<file path="src/rtl/rtc_pkg.sv">
// rtl/rtc_pkg.sv - shared RTC register constants, table layout and sequencer types
// Purpose: constants shared by the init sequencer, its table ROM and the time-write path.
// Ports: none (package).
package rtc_pkg;

  localparam int IDX_W       = 4;
  localparam int TABLE_DEPTH = 13;

  // RTC register addresses
  localparam logic [7:0] RTC_ADDR_CTRL      = 8'h02;
  localparam logic [7:0] RTC_ADDR_CLK_BASE  = 8'h21;  // clock registers 0x21..0x28
  localparam logic [7:0] RTC_ADDR_CLK_LAST  = 8'h28;
  localparam logic [7:0] RTC_ADDR_TMR_BASE  = 8'h41;  // timer registers 0x41..0x43
  localparam logic [7:0] RTC_ADDR_TMR_LAST  = 8'h43;

  // Data values written during init
  localparam logic [7:0] RTC_CTRL_INIT  = 8'h08;
  localparam logic [7:0] RTC_CTRL_RUN   = 8'h00;
  localparam logic [7:0] RTC_DATA_CLEAR = 8'h00;

  // Table layout: index of first/last entry of each region
  localparam logic [IDX_W-1:0] IDX_CTRL_INIT = 4'd0;
  localparam logic [IDX_W-1:0] IDX_CTRL_RUN  = 4'd1;
  localparam logic [IDX_W-1:0] IDX_CLK_FIRST = 4'd2;
  localparam logic [IDX_W-1:0] IDX_CLK_LAST  = 4'd9;
  localparam logic [IDX_W-1:0] IDX_TMR_FIRST = 4'd10;
  localparam logic [IDX_W-1:0] IDX_TMR_LAST  = 4'd12;

  // Mode encoding
  localparam logic [1:0] MODE_FULL      = 2'd0;
  localparam logic [1:0] MODE_CLR_CLOCK = 2'd1;
  localparam logic [1:0] MODE_CLR_TIMER = 2'd2;
  localparam logic [1:0] MODE_ILLEGAL   = 2'd3;

  typedef enum logic [1:0] {
    ST_IDLE     = 2'd0,
    ST_HOLD     = 2'd1,
    ST_WAIT_ACK = 2'd2,
    ST_FINISH   = 2'd3
  } seq_state_e;

endpackage

</file>
<file path="src/rtl/rtc_init_rom.sv">
// rtl/rtc_init_rom.sv - RTC init table lookup and mode range decode
// Purpose: combinational table index -> {address, data}, and mode -> {first, last} range.
// Ports:
//   index       : table entry index (entries beyond the table read as 0)
//   mode        : table selection
//   entry_addr  : address of the indexed entry
//   entry_data  : data of the indexed entry
//   range_first : first index for mode
//   range_last  : last index for mode
//   mode_valid  : mode selects a real range
module rtc_init_rom
  import rtc_pkg::*;
#(
  parameter int ADDR_W = 8,
  parameter int DATA_W = 8
) (
  input  logic [IDX_W-1:0]  index,
  input  logic [1:0]        mode,
  output logic [ADDR_W-1:0] entry_addr,
  output logic [DATA_W-1:0] entry_data,
  output logic [IDX_W-1:0]  range_first,
  output logic [IDX_W-1:0]  range_last,
  output logic              mode_valid
);

  // Entry lookup and range decode stay in separate processes so the entry
  // path (fed from the sequencer's next index) never loops back into the
  // range path (fed from the mode input).
  always_comb begin
    entry_addr = '0;
    entry_data = '0;
    if (index == IDX_CTRL_INIT) begin
      entry_addr = ADDR_W'(RTC_ADDR_CTRL);
      entry_data = DATA_W'(RTC_CTRL_INIT);
    end else if (index == IDX_CTRL_RUN) begin
      entry_addr = ADDR_W'(RTC_ADDR_CTRL);
      entry_data = DATA_W'(RTC_CTRL_RUN);
    end else if ((index >= IDX_CLK_FIRST) && (index <= IDX_CLK_LAST)) begin
      entry_addr = ADDR_W'(RTC_ADDR_CLK_BASE + 8'(index - IDX_CLK_FIRST));
      entry_data = DATA_W'(RTC_DATA_CLEAR);
    end else if ((index >= IDX_TMR_FIRST) && (index <= IDX_TMR_LAST)) begin
      entry_addr = ADDR_W'(RTC_ADDR_TMR_BASE + 8'(index - IDX_TMR_FIRST));
      entry_data = DATA_W'(RTC_DATA_CLEAR);
    end
  end

  always_comb begin
    range_first = '0;
    range_last  = '0;
    mode_valid  = 1'b0;
    case (mode)
      MODE_FULL: begin
        range_first = IDX_CTRL_INIT;
        range_last  = IDX_TMR_LAST;
        mode_valid  = 1'b1;
      end
      MODE_CLR_CLOCK: begin
        range_first = IDX_CLK_FIRST;
        range_last  = IDX_CLK_LAST;
        mode_valid  = 1'b1;
      end
      MODE_CLR_TIMER: begin
        range_first = IDX_TMR_FIRST;
        range_last  = IDX_TMR_LAST;
        mode_valid  = 1'b1;
      end
      default: begin
        range_first = '0;
        range_last  = '0;
        mode_valid  = 1'b0;
      end
    endcase
  end

endmodule

</file>
<file path="src/rtl/rtc_init_sequencer.sv">
// rtl/rtc_init_sequencer.sv - RTC init table write sequencer
// Purpose: walks the table range chosen by mode, holding each entry on the bus for
// HOLD_CYCLES cycles, optionally waiting for bus_ack (with timeout) before advancing.
// Ports:
//   clk, reset               : clock, asynchronous active-low reset
//   start, mode              : launch request and table selection (sampled in IDLE)
//   abort                    : terminate an active sequence with an error pulse
//   bus_ack                  : bus controller finished the current write
//   address, data_out, wr_en : current entry presented to the bus (0 when idle)
//   busy, done, error        : status; done and error are one-cycle pulses
module rtc_init_sequencer
  import rtc_pkg::*;
#(
  parameter int HOLD_CYCLES = 74,
  parameter int USE_ACK     = 0,
  parameter int ACK_TIMEOUT = 1023,
  parameter int ADDR_W      = 8,
  parameter int DATA_W      = 8
) (
  input  logic              clk,
  input  logic              reset,
  input  logic              start,
  input  logic [1:0]        mode,
  input  logic              abort,
  input  logic              bus_ack,
  output logic [ADDR_W-1:0] address,
  output logic [DATA_W-1:0] data_out,
  output logic              wr_en,
  output logic              busy,
  output logic              done,
  output logic              error
);

  localparam int HC_W = $clog2(HOLD_CYCLES + 1);
  localparam int TO_W = $clog2(ACK_TIMEOUT + 1);
  localparam logic [HC_W-1:0] HOLD_LAST = HC_W'(HOLD_CYCLES);
  localparam logic [TO_W-1:0] TO_LAST   = TO_W'(ACK_TIMEOUT);

  seq_state_e        state_q, state_d;
  logic [IDX_W-1:0]  index_q, index_d;
  logic [IDX_W-1:0]  last_q, last_d;
  logic [HC_W-1:0]   hold_cnt_q, hold_cnt_d;
  logic [TO_W-1:0]   to_cnt_q, to_cnt_d;
  logic [ADDR_W-1:0] address_q, address_d;
  logic [DATA_W-1:0] data_out_q, data_out_d;
  logic              wr_en_q, wr_en_d;
  logic              busy_q, busy_d;
  logic              done_q, done_d;
  logic              error_q, error_d;

  logic              err_event;
  logic              advance;
  logic [ADDR_W-1:0] entry_addr;
  logic [DATA_W-1:0] entry_data;
  logic [IDX_W-1:0]  range_first;
  logic [IDX_W-1:0]  range_last;
  logic              mode_valid;

  // The ROM looks up the *next* index so the registered outputs change on
  // the same edge as the state/index, keeping address/data glitch-free.
  rtc_init_rom #(
    .ADDR_W (ADDR_W),
    .DATA_W (DATA_W)
  ) u_rom (
    .index       (index_d),
    .mode        (mode),
    .entry_addr  (entry_addr),
    .entry_data  (entry_data),
    .range_first (range_first),
    .range_last  (range_last),
    .mode_valid  (mode_valid)
  );

  always_ff @(posedge clk or negedge reset) begin
    if (!reset) begin
      state_q    <= ST_IDLE;
      index_q    <= '0;
      last_q     <= '0;
      hold_cnt_q <= '0;
      to_cnt_q   <= '0;
      address_q  <= '0;
      data_out_q <= '0;
      wr_en_q    <= 1'b0;
      busy_q     <= 1'b0;
      done_q     <= 1'b0;
      error_q    <= 1'b0;
    end else begin
      state_q    <= state_d;
      index_q    <= index_d;
      last_q     <= last_d;
      hold_cnt_q <= hold_cnt_d;
      to_cnt_q   <= to_cnt_d;
      address_q  <= address_d;
      data_out_q <= data_out_d;
      wr_en_q    <= wr_en_d;
      busy_q     <= busy_d;
      done_q     <= done_d;
      error_q    <= error_d;
    end
  end

  always_comb begin
    state_d    = state_q;
    index_d    = index_q;
    last_d     = last_q;
    hold_cnt_d = hold_cnt_q;
    to_cnt_d   = to_cnt_q;
    err_event  = 1'b0;
    advance    = 1'b0;

    case (state_q)
      ST_IDLE: begin
        // start together with abort is dropped entirely
        if (start && !abort) begin
          if (mode_valid) begin
            state_d    = ST_HOLD;
            index_d    = range_first;
            last_d     = range_last;
            hold_cnt_d = HC_W'(1);
          end else begin
            err_event = 1'b1;
          end
        end
      end
      ST_HOLD: begin
        if (hold_cnt_q == HOLD_LAST) begin
          if (USE_ACK != 0) begin
            state_d  = ST_WAIT_ACK;
            to_cnt_d = TO_W'(1);
          end else begin
            advance = 1'b1;
          end
        end else begin
          hold_cnt_d = hold_cnt_q + HC_W'(1);
        end
      end
      ST_WAIT_ACK: begin
        // an ack on the final timeout cycle still wins
        if (bus_ack) begin
          advance = 1'b1;
        end else if (to_cnt_q == TO_LAST) begin
          state_d   = ST_IDLE;
          err_event = 1'b1;
        end else begin
          to_cnt_d = to_cnt_q + TO_W'(1);
        end
      end
      ST_FINISH: begin
        state_d = ST_IDLE;
      end
      default: begin
        state_d = ST_IDLE;
      end
    endcase

    if (advance) begin
      to_cnt_d = '0;
      if (index_q == last_q) begin
        state_d = ST_FINISH;
      end else begin
        state_d    = ST_HOLD;
        index_d    = index_q + IDX_W'(1);
        hold_cnt_d = HC_W'(1);
      end
    end

    if (abort && (state_q != ST_IDLE)) begin
      state_d   = ST_IDLE;
      err_event = 1'b1;
    end

    // Leaving the active states returns all bookkeeping to its reset value.
    if ((state_d == ST_IDLE) || (state_d == ST_FINISH)) begin
      index_d    = '0;
      last_d     = '0;
      hold_cnt_d = '0;
      to_cnt_d   = '0;
    end
  end

  always_comb begin
    busy_d     = (state_d == ST_HOLD) || (state_d == ST_WAIT_ACK);
    wr_en_d    = busy_d;
    address_d  = busy_d ? entry_addr : '0;
    data_out_d = busy_d ? entry_data : '0;
    done_d     = (state_d == ST_FINISH);
    error_d    = err_event;
  end

  assign address  = address_q;
  assign data_out = data_out_q;
  assign wr_en    = wr_en_q;
  assign busy     = busy_q;
  assign done     = done_q;
  assign error    = error_q;

endmodule

</file>
<file path="config.mk">
export PLATFORM = sky130hd
export DESIGN_NAME = rtc_init_sequencer
export DESIGN_NICKNAME = d
export VERILOG_FILES = /design/src/rtl/rtc_pkg.sv /design/src/rtl/rtc_init_rom.sv /design/src/rtl/rtc_init_sequencer.sv
export SDC_FILE = /design/constraint.sdc
export NUM_CORES = 1
export LEC_CHECK = 0
export CORE_ASPECT_RATIO = 0.8
export CORE_MARGIN = 8
export CORE_UTILIZATION = 51
export DETAILED_ROUTE_END_ITERATION = 8
export GPL_ROUTABILITY_DRIVEN = 0
export HOLD_SLACK_MARGIN = 0.08
export PLACE_DENSITY = 0.8
export SLEW_MARGIN = 20
export SYNTH_ARGS = -nofsm -noshare
export SYNTH_HDL_FRONTEND = slang
export SYNTH_SLANG_ARGS = --single-unit
</file>
<file path="constraint.sdc">
create_clock -name clk -period 4 [get_ports clk]
set_clock_uncertainty 0.05 [all_clocks]
set_input_delay 0.8 -clock clk [delete_from_list [all_inputs] [get_ports clk]]
set_output_delay 0.8 -clock clk [all_outputs]
set_load 0.02 [all_outputs]
</file>
**Yosys cells after proc, flatten, opt, wreduce, memory -nomap -nowiden**

Cells that the tools add are included.

- Bits in registers: 46
- Input bits: 7
- Logic and storage cells: 104

- Eq/ne operators: 14
- $lt $le $gt $ge: 4
- Reduce and logical (&&, ||, !) cells: 20
- Add/subtract/negate cells: 7
- Multiplexer cells: 49

Operator list:

| kind | count |
|---|---|
| 2-to-1 mux 10 bit | 5 |
| 2-to-1 mux 8 bit | 6 |
| 2-to-1 mux 4 bit | 11 |
| 2-to-1 mux 7 bit | 6 |
| one-hot mux 4 bit (2 select lines) | 2 |
| 2-to-1 mux 2 bit | 7 |
| one-hot mux 7 bit (2 select lines) | 1 |
| adder 10 x 1 -> 10 bit (second input constant) | 1 |
| == test 10 bit (second input constant) | 1 |
| == test 2 bit (second input constant) | 5 |
| adder 6 x 8 -> 8 bit (first input constant) | 1 |
| adder 7 x 8 -> 8 bit (first input constant) | 1 |
| less-or-equal comparator 4 bit (second input constant) | 2 |
| 2-to-1 mux 1 bit | 8 |
| nonzero test 2 bit | 4 |
| adder 7 x 1 -> 7 bit (second input constant) | 1 |
| == test 7 bit (second input constant) | 1 |
| == test 2 x 1 -> 1 bit (second input constant) | 3 |
| logical NOT 2 bit | 3 |
| one-hot mux 2 bit (3 select lines) | 1 |
| AND reduction 3 bit | 2 |
| subtractor 4 x 2 -> 5 bit (second input constant) | 1 |
| subtractor 4 x 4 -> 5 bit (second input constant) | 1 |
| adder 4 x 1 -> 4 bit (second input constant) | 1 |
| other kinds (14) | 19 |

**Logic depth before layout (Yosys ltp)**

Gate-level depths: netlist (run 1).

- Depth after elaboration: 18
- Gate-level depth with buffers: 21

**Cells and area by module**

Synthesis (run 1) repeated with hierarchy kept, for this count alone.

- Cells, all modules: 291
- Area, all modules: 2827.7 um2

By module, submodules not included:

| module | area an instance (um2) | instances | cells each | sequential area each (um2) |
|---|---|---|---|---|
| rtc_init_sequencer | 2328.5 | 1 | 221 | 1151.1 |
| rtc_init_rom | 499.2 | 1 | 70 | 0.0 |

**Worst setup path after synthesis (run 1)**

OpenSTA, ideal clock, no wires.

- Path type: input to register
- Start point: input port mode[0]
- End point: register address_q[4], in the netlist address[4]
- Stages: 18
- Arrival time: 4.215 ns
- Required time: 3.826 ns
- Path slack: -0.389 ns
- Setup time: 0.124 ns
- Cell sequence: ha_1 -> nor4bb_1 -> clkbuf_1 -> a21oi_1 -> a21oi_1 -> ha_1 -> buf_4 -> inv_1 -> or3_1 -> a211o_1 -> and2_1 -> buf_2 -> ha_1 -> or2_2 -> o221a_4 -> or3_1 -> nand3_1 -> a21oi_1

- Elaborated cells on any way between the ends: 40
- Those cells by class: add/sub (4); order compare (4); eq/ne (6); mux (18); reduce/logical (8)

RTL lines:

| item | line | text |
|---|---|---|
| start, declared | rtc_init_sequencer.sv:23 | `input logic [1:0] mode,` |
| == test 2 x 1 -> 1 bit (tied with other cells) | rtc_init_rom.sv:51 | `case (mode)` |
| OR reduction 3 bit (no line) (*) | -- |  |
| 2-to-1 mux 1 bit (*) | rtc_init_rom.sv:51 |  |
| 2-to-1 mux 2 bit (*) | rtc_init_sequencer.sv:115 | `if (mode_valid) begin` |
| 2-to-1 mux 2 bit (*) | rtc_init_sequencer.sv:114 | `if (start && !abort) begin` |
| one-hot mux 2 bit (3 select lines) (*) | rtc_init_sequencer.sv:111 | `case (state_q)` |
| 2-to-1 mux 2 bit (*) | rtc_init_sequencer.sv:156 | `if (advance) begin` |
| 2-to-1 mux 2 bit (*) | rtc_init_sequencer.sv:167 | `if (abort && (state_q != ST_IDLE)) begin` |
| net state_d[0] | rtc_init_sequencer.sv:39 | `seq_state_e state_q, state_d;` |
| == test 2 x 1 -> 1 bit or == test 2 bit (tied branches) | rtc_init_sequencer.sv:182 | `busy_d = (state_d == ST_HOLD) \|\| (state_d == ST_WAIT_ACK);` |
| logical OR 1 bit (*) | rtc_init_sequencer.sv:182 |  |
| net busy_d | rtc_init_sequencer.sv:47 | `logic busy_q, busy_d;` |
| 2-to-1 mux 8 bit (*) | rtc_init_sequencer.sv:184 | `address_d = busy_d ? entry_addr : '0;` |
| net address_d[4] | rtc_init_sequencer.sv:44 | `logic [ADDR_W-1:0] address_q, address_d;` |
| end signal, assigned | rtc_init_sequencer.sv:93 | `address_q <= address_d;` |
| end, declared | rtc_init_sequencer.sv:44 |  |

Mark *: on every way through the listed nets, which the timed path passes. The rest lies on a longest branch.
A chain may end at the register's enable or synchronous reset.

**Worst setup path in the final report (run 1)**

- Start point: input port bus_ack
- End point: register address_q[4], in the netlist address[4]

- Elaborated cells on any way between the ends: 31
- Those cells by class: add/sub (4); order compare (4); eq/ne (4); mux (13); reduce/logical (6)

RTL lines:

| item | line | text |
|---|---|---|
| start, declared | rtc_init_sequencer.sv:25 | `input logic bus_ack,` |
| 2-to-1 mux 2 bit or 2-to-1 mux 1 bit (tied branches) | rtc_init_sequencer.sv:139 | `if (bus_ack) begin` |
| one-hot mux 2 bit (3 select lines) or one-hot mux 1 bit (2 select lines) (tied branches) | rtc_init_sequencer.sv:111 |  |
| 2-to-1 mux 2 bit (*) | rtc_init_sequencer.sv:156 |  |
| 2-to-1 mux 2 bit (*) | rtc_init_sequencer.sv:167 |  |
| net state_d[1] | rtc_init_sequencer.sv:39 |  |
| == test 2 x 1 -> 1 bit or == test 2 bit (tied branches) | rtc_init_sequencer.sv:182 |  |
| logical OR 1 bit (*) | rtc_init_sequencer.sv:182 |  |
| net busy_d | rtc_init_sequencer.sv:47 |  |
| 2-to-1 mux 8 bit (*) | rtc_init_sequencer.sv:184 |  |
| net address_d[4] | rtc_init_sequencer.sv:44 |  |

Marked as above.

==> out/metrics.yaml, run 1 <==
run_status:
  outcome: "finished, final reports clean"
yosys:
  mappedNetlistArea_um2: 2430
  yosysSeqAreaShare_pct: 38.0
  synthArstFlopShare_pct: 100
  syn_inst: 262
  synth_area_leaders: "dfrtp_1 38%, ha_1 11%, buf_4 4.3%"
  synth_edf_count: 0
  synth_largest_area_cell: "dfrtp_1"
  synthDistinctLibCells: 54
  synth_area_per_cell_um2: 9.29
  yosys_warnings: 0
  synth_flop_cell: "dfrtp_1"
  yosysTopAreaCellShare_pct: 38.0
  synth_seq_cells: 37
die:
  core-area_um2: 4600
  die_h_um: 77.8
  die_area_um2: 7250
  start_util_pct: 52.9
  rows: 22
  die_x_um: 93.2
  pin_count: 27
clock_tree:
  root_buffer: "clkbuf_8"
  cts_hold_buffers: 0
  clk_transition_reported_paths_ps: 80
  ctsLongestPathBuffers: 2
  clk_latency_ps: 290
  cts_buffers: 5
  cts_tree: "done"
  cts_sinks: 37
  htreeDepth: 2
power:
  sequentialPowerShare_pct: 35.2
  p_leak_uw: 0.00149
  power_frac_comb_pct: 42.5
  pwr_density_cell_nw_per_um2: 372
  netSwitchingFraction_pct: 36.5
  switchingPower_uw: 436
  p_int_uw: 760
  power.share.clock_pct: 22.3
  peakVddDrop_uv: 218
setup_path:
  endpoint_kind: "register"
  cp.required_ps: 4120
  cp_max_fo: 8
  start_kind: "input pin"
  crit_arrival_ps: 4080
  critical_path_class: "input pin to register"
grt:
  track_usage_pct: 15.8
  grt_max_degree: 38
  grt_antenna_before_repair: 0
  grt.overflow.total: 0
  grt_pass1_vias: 2021
  grt_pass1_wl_um: 9350
timing:
  slew_headroom_pct: 44.7
  hold_ws_ps: 436
  period_share_pct: 99.0
  setup_viol: 0
  maxSlewViolCount: 0
  finalHoldViolCount: 0
  layout_setup_ws_ps: 41.5
  max_freq_ghz: 0.253
  period_minus_slack_ps: 3960
  grt_setup_unrepaired: "yes"
  tightest_slew_ps: 829
layout:
  layout-drive-gt1-share_pct: 27.9
  area_growth_pct: 32.1
  final_nets: 354
  antenna_cells: 0
drt:
  num_vias: 2170
  routed_wl_um: 6180
  drt_iter0_drc: 109
  viasPerCell: 5.62
  drt_first_pass_iters: 4
  wl_per_cell_um: 16.0
  ant_nets: 0
  drc: 0
place:
  post-dp-hpwl_um: 3990
  io_buffers: 18
  dp_slack_ps: -583
job:
  maxCapViolCount: 0
min_path:
  holdCritPathClass: "register to register"
==> flip-flops by register name, summed over array words and instances (netlist names), 2 cells and up <==
register,flops
address,7
hold_cnt_q,7
index_q,4
last_q,3
state_q,2
to_cnt_q,10
==> cell usage after synthesis, types with 2 or more instances <==
master     n
dfrtp_1   37
nor2_1    23
ha_1      21
a21oi_1   20
nand2_1   20
inv_1     16
buf_4     14
o21ai_0   13
nand3_1   11
or3_1      6
xor2_1     6
a211oi_1   4
and3_1     4
nand3b_1   4
xnor2_1    4
a31oi_1    3
a41oi_1    3
mux2i_1    3
nor2b_1    3
nor3_1     3
a211o_1    2
buf_6      2
clkbuf_1   2
nand4_1    2
nor3b_1    2
o211ai_1   2
o21a_1     2
o21ai_1    2
or2_2      2
or2b_1     2
==> path summary, 6_finish.rpt <==
| check | startpoint | depth (start not counted) | slack, ps | to |
|---|---|---|---|---|
| setup reg to reg | state_q[1] | 19 | 60 | address[4] |
| min in group asynchronous | reset | 1 | 560 | last_q[2] |
| max in group asynchronous | reset | 1 | 2820 | data_out[3] |
| hold / removal | hold_cnt_q[6] | 1 | 440 | hold_cnt_q[6] |
| hold reg to reg | hold_cnt_q[6] | 1 | 440 | hold_cnt_q[6] |
| setup / recovery | bus_ack | 18 | 40 | address[4] |
==> worst max-delay path, stage by stage <==
cell	delay, ps
clkdlybuf4s15_1	230
and3_4	200
a41oi_2	140
buf_4	160
nor2_1	60
a211oi_2	290
ha_4	290
nand3b_1	140
a211oi_2	90
buf_4	140
a41oi_4	220
buf_6	160
ha_2	200
o311ai_4	110
o221a_4	350
or3_1	360
nand3_1	70
a21oi_1	60
==> placed cells by master, fill, tap and decap left out, types with 3 or more instances in the layout <==
cell,count
or3_1,6
a21oi_1,16
nor2_1,23
buf_4,49
clkbuf_8,6
a31oi_1,3
mux2i_1,3
nor2b_1,3
ha_2,3
and3_1,3
nand2_1,19
xnor2_1,4
nand3_1,10
ha_1,13
o21ai_0,11
dfrtp_1,37
conb_1,8
nand3b_1,4
a21oi_2,4
ha_4,5
xor2_1,6
clkdlybuf4s50_1,12
inv_1,14
nor3_1,3
==> power groups by stage <==
stage	Combinational, uW	Sequential [uW]	Clock (uW)
after floorplan	267	445	0
after global placement	407	429	0
after detailed placement	419	430	0
after CTS	444	423	271
after global routing	545	425	287
final	509	421	267
==> through the flow <==
step	utilization (%)	power, uW	instance area [um^2]	setup TNS (ps)	std cells
3_5_place_dp	63.2	848	2910	-3190	368
3_3_place_gp	63.2	836	2910	-2280	368
5_1_grt	70.0	1260	3220	-64.8	386
4_1_cts	66.2	1140	3050	0	377
2_1_floorplan	-	712	2510	0	269
6_report	70.0	1200	3220	0	386
==> cells by family (layout without fill, tap and decap cells) <==
group,Yosys count,count (layout),share of synthesized area (%)
multiplexers,3,3,1.23
other,1,8,0.154
adder cells (fa/ha/maj),21,21,10.8
flip-flops,37,37,38.0
AO/OA/AOI/OAI,61,61,17.0
AND/OR/NAND/NOR,93,93,20.7
buffers and inverters,36,93,8.48
XOR/XNOR,10,10,3.60
==> cell type report <==
type / instances / area, um^2
Clock buffer: 7 / 86.3
Sequential cell: 37 / 926
Multi-Input combinational cell: 196 / 1490
Timing Repair Buffer: 69 / 569
Inverter: 17 / 68.8
Fill cell: 322 / 1380
Tap cell: 60 / 75.1
==> timing repair <==
action / 4_1_cts / 5_1_grt
buffers inserted: 2 / 9
setup endpoints to repair: 7 / 6
gates cloned: 0 / 0
gates resized for setup: 12 / 24
pin swaps: 4 / 11
==> per-layer routing <==
layer  global-route usage, %  vias to the layer above  wire length (um)
li1                        -                     1032                 -
met1                    20.2                     1077              2780
met2                    25.2                       53              3020
met3                    3.37                        8               281
met4                    6.10                        0                93
met5                       0                        -                 0
Note: power is estimated with default switching activity, not from simulation.
==> inputs of run 2 (changes only) <==
--- a/config.mk
+++ b/config.mk
@@ -11,7 +11,7 @@
 export DETAILED_ROUTE_END_ITERATION = 8
 export GPL_ROUTABILITY_DRIVEN = 0
 export HOLD_SLACK_MARGIN = 0.08
-export PLACE_DENSITY = 0.8
+export PLACE_DENSITY_LB_ADDON = 0.05
 export SLEW_MARGIN = 20
 export SYNTH_ARGS = -nofsm -noshare
 export SYNTH_HDL_FRONTEND = slang
==> run 2 against run 1 <==
Effect of this change:
- flip-flop and latch count is the same
- clock power is 27% higher
- total power is 4.7% higher
- core utilization grew 0.63 points
- sequential share of layout area fell by 0.26 points
- register-to-register slack about the same
- largest cell class unchanged
- cell area up 0.90%
- sequential power about the same
==> out/metrics.yaml, run 2 (same netlist as run 1, synthesis figures left out) <==
layout:
  final_common_cell: "buf_4"
  area_growth_pct: 33.3
  antenna_cells: 0
  multi_input_area_um2: 1450
  final_cell_mix: "57 x buf_4, 37 x dfrtp_1, 22 x nor2_1"
  fillers: 331
  design_area_um2: 3240
  final_nets: 360
  top_register: "to_cnt_q"
  layout-drive-gt1-share_pct: 28.2
  regArea_um2: 926
  largest_reg_flops: 10
drt:
  num_vias: 2080
  viasPerCell: 5.29
  drt_iter0_drc: 111
  drc: 0
  wl_per_cell_um: 14.1
  ant_nets: 0
  drt_first_pass_iters: 4
  routed_wl_um: 5540
timing:
  max_freq_ghz: 0.254
  slew_headroom_pct: 44.7
  grt_setup_unrepaired: "yes"
  period_share_pct: 98.3
  setup_viol: 0
  finalHoldViolCount: 0
  period_minus_slack_ps: 3930
  totalNegativeSetupSlack_ps: 0
  maxSlewViolCount: 0
  tightest_slew_ps: 830
power:
  p_int_uw: 809
  p_leak_uw: 0.00154
  sequentialPowerShare_pct: 33.6
  netSwitchingFraction_pct: 35.4
  pwr_density_cell_nw_per_um2: 386
  peakVddDrop_uv: 208
  power_frac_comb_pct: 39.3
  power.share.clock_pct: 27.1
  switchingPower_uw: 444
setup_path:
  cp_max_fo: 8
  crit_slowest_cell: "dfrtp_1"
  cp_num_buf_inv: 3
  critical_path_class: "register to register"
  start_kind: "register"
  cp_cell_sequence: "inv_1, ha_4, and3_4, a41oi_2, buf_4, nor2_2, a211oi_2, ha_4, inv_4, or3_1, a211o_1, and2_4, ha_4, or2_4, o221a_4, or3_1, nand3_1, a21oi_1"
  endpoint_kind: "register"
  crit_top_cell: "ha_4"
  cp_top_family: "simple AND/OR/NAND/NOR gates"
  cp.required_ps: 4130
  slowest_delay_ps: 410
  crit_arrival_ps: 4060
die:
  die_h_um: 77.8
  pin_count: 27
  start_util_pct: 52.9
  core-area_um2: 4600
  die_area_um2: 7250
  die_x_um: 93.2
  rows: 22
clock_tree:
  cts_sinks: 37
  cts_buffers: 5
  cts_hold_buffers: 0
  root_buffer: "clkbuf_8"
  clk_transition_reported_paths_ps: 80
  clk_latency_ps: 300
  ctsLongestPathBuffers: 2
  cts_tree: "done"
  htreeDepth: 2
place:
  io_buffers: 18
  post-dp-hpwl_um: 3850
  place_area_um2: 2940
grt:
  track_usage_pct: 15.7
  grt_max_degree: 38
  grt_pass1_vias: 1984
  grt_antenna_before_repair: 0
  grt.overflow.total: 0
  grt_pass1_wl_um: 9390
job:
  maxCapViolCount: 0
run_status:
  outcome: "finished, final reports clean"
min_path:
  holdCritPathClass: "register to register"
-- run 2: cell types whose count changed in the layout (fill, tap and decap cells not counted), sizes merged --
cell           delta
buf               +6
clkinvlp          +1
clkdlybuf4s15     -2
bufinv            +1
dlymetal6s2s      +1
clkinv            +1
dlygate4sd2       +1
clkbuf            -2
-- run 2: final cells by class --
class | instances | share of cell area, %
clock buffers | 5 | 2.12
clock inverters | 3 | 1.43
inverters | 17 | 2.12
multi-input cells | 196 | 44.7
flip-flops and latches | 37 | 28.5
well taps | 60 | 2.31
repair buffers | 75 | 18.7
-- run 2: stage by stage --
step | hold WS [ps] | utilization (%) | cells | total power, uW | setup WS [ps]
3_3_place_gp | 425 | 63.9 | 372 | 852 | -464
6_report | 435 | 70.6 | 393 | 1250 | 67.5
5_1_grt | 491 | 70.6 | 393 | 1320 | -106
3_5_place_dp | 431 | 63.9 | 372 | 853 | -546
4_1_cts | 442 | 68.6 | 388 | 1230 | 22.5
2_1_floorplan | 394 | - | 269 | 712 | 11.1
-- run 2: power groups by stage --
stage / registers, uW / clock network, uW / logic (uW)
finish: 421 / 340 / 492
global route: 424 / 363 / 535
CTS: 423 / 345 / 459
detailed placement: 430 / 0 / 423
global placement: 430 / 0 / 422
floorplan: 445 / 0 / 267
-- run 2: worst paths after layout --
| check | from | end | slack (ps) | cells past startpoint |
|---|---|---|---|---|
| setup reg to reg | state_q[1] | address[4] | 70 | 18 |
| min in group asynchronous | reset | last_q[0] | 540 | 1 |
| max in group asynchronous | reset | hold_cnt_q[0] | 2830 | 1 |
| hold / removal | hold_cnt_q[6] | hold_cnt_q[6] | 430 | 1 |
| setup / recovery | state_q[1] | address[4] | 70 | 18 |
| hold reg to reg | hold_cnt_q[6] | hold_cnt_q[6] | 430 | 1 |
-- run 2: routing by layer --
layer	GRT usage, %	up-vias	part of all wire, %	routed length [um]
met5	0	-	0	0
met2	24.5	27	47	2610
met3	3.56	6	3.5	194
met1	21.2	1001	49	2690
li1	-	1046	-	-
met4	4.17	0	0.83	46
-- run 2: what timing repair did --
action | in CTS | in global routing
endpoints found under the setup margin | 7 | 7
pin swaps | 3 | 13
gates cloned | 0 | 0
gates resized for setup | 10 | 15
setup buffers | 8 | 5
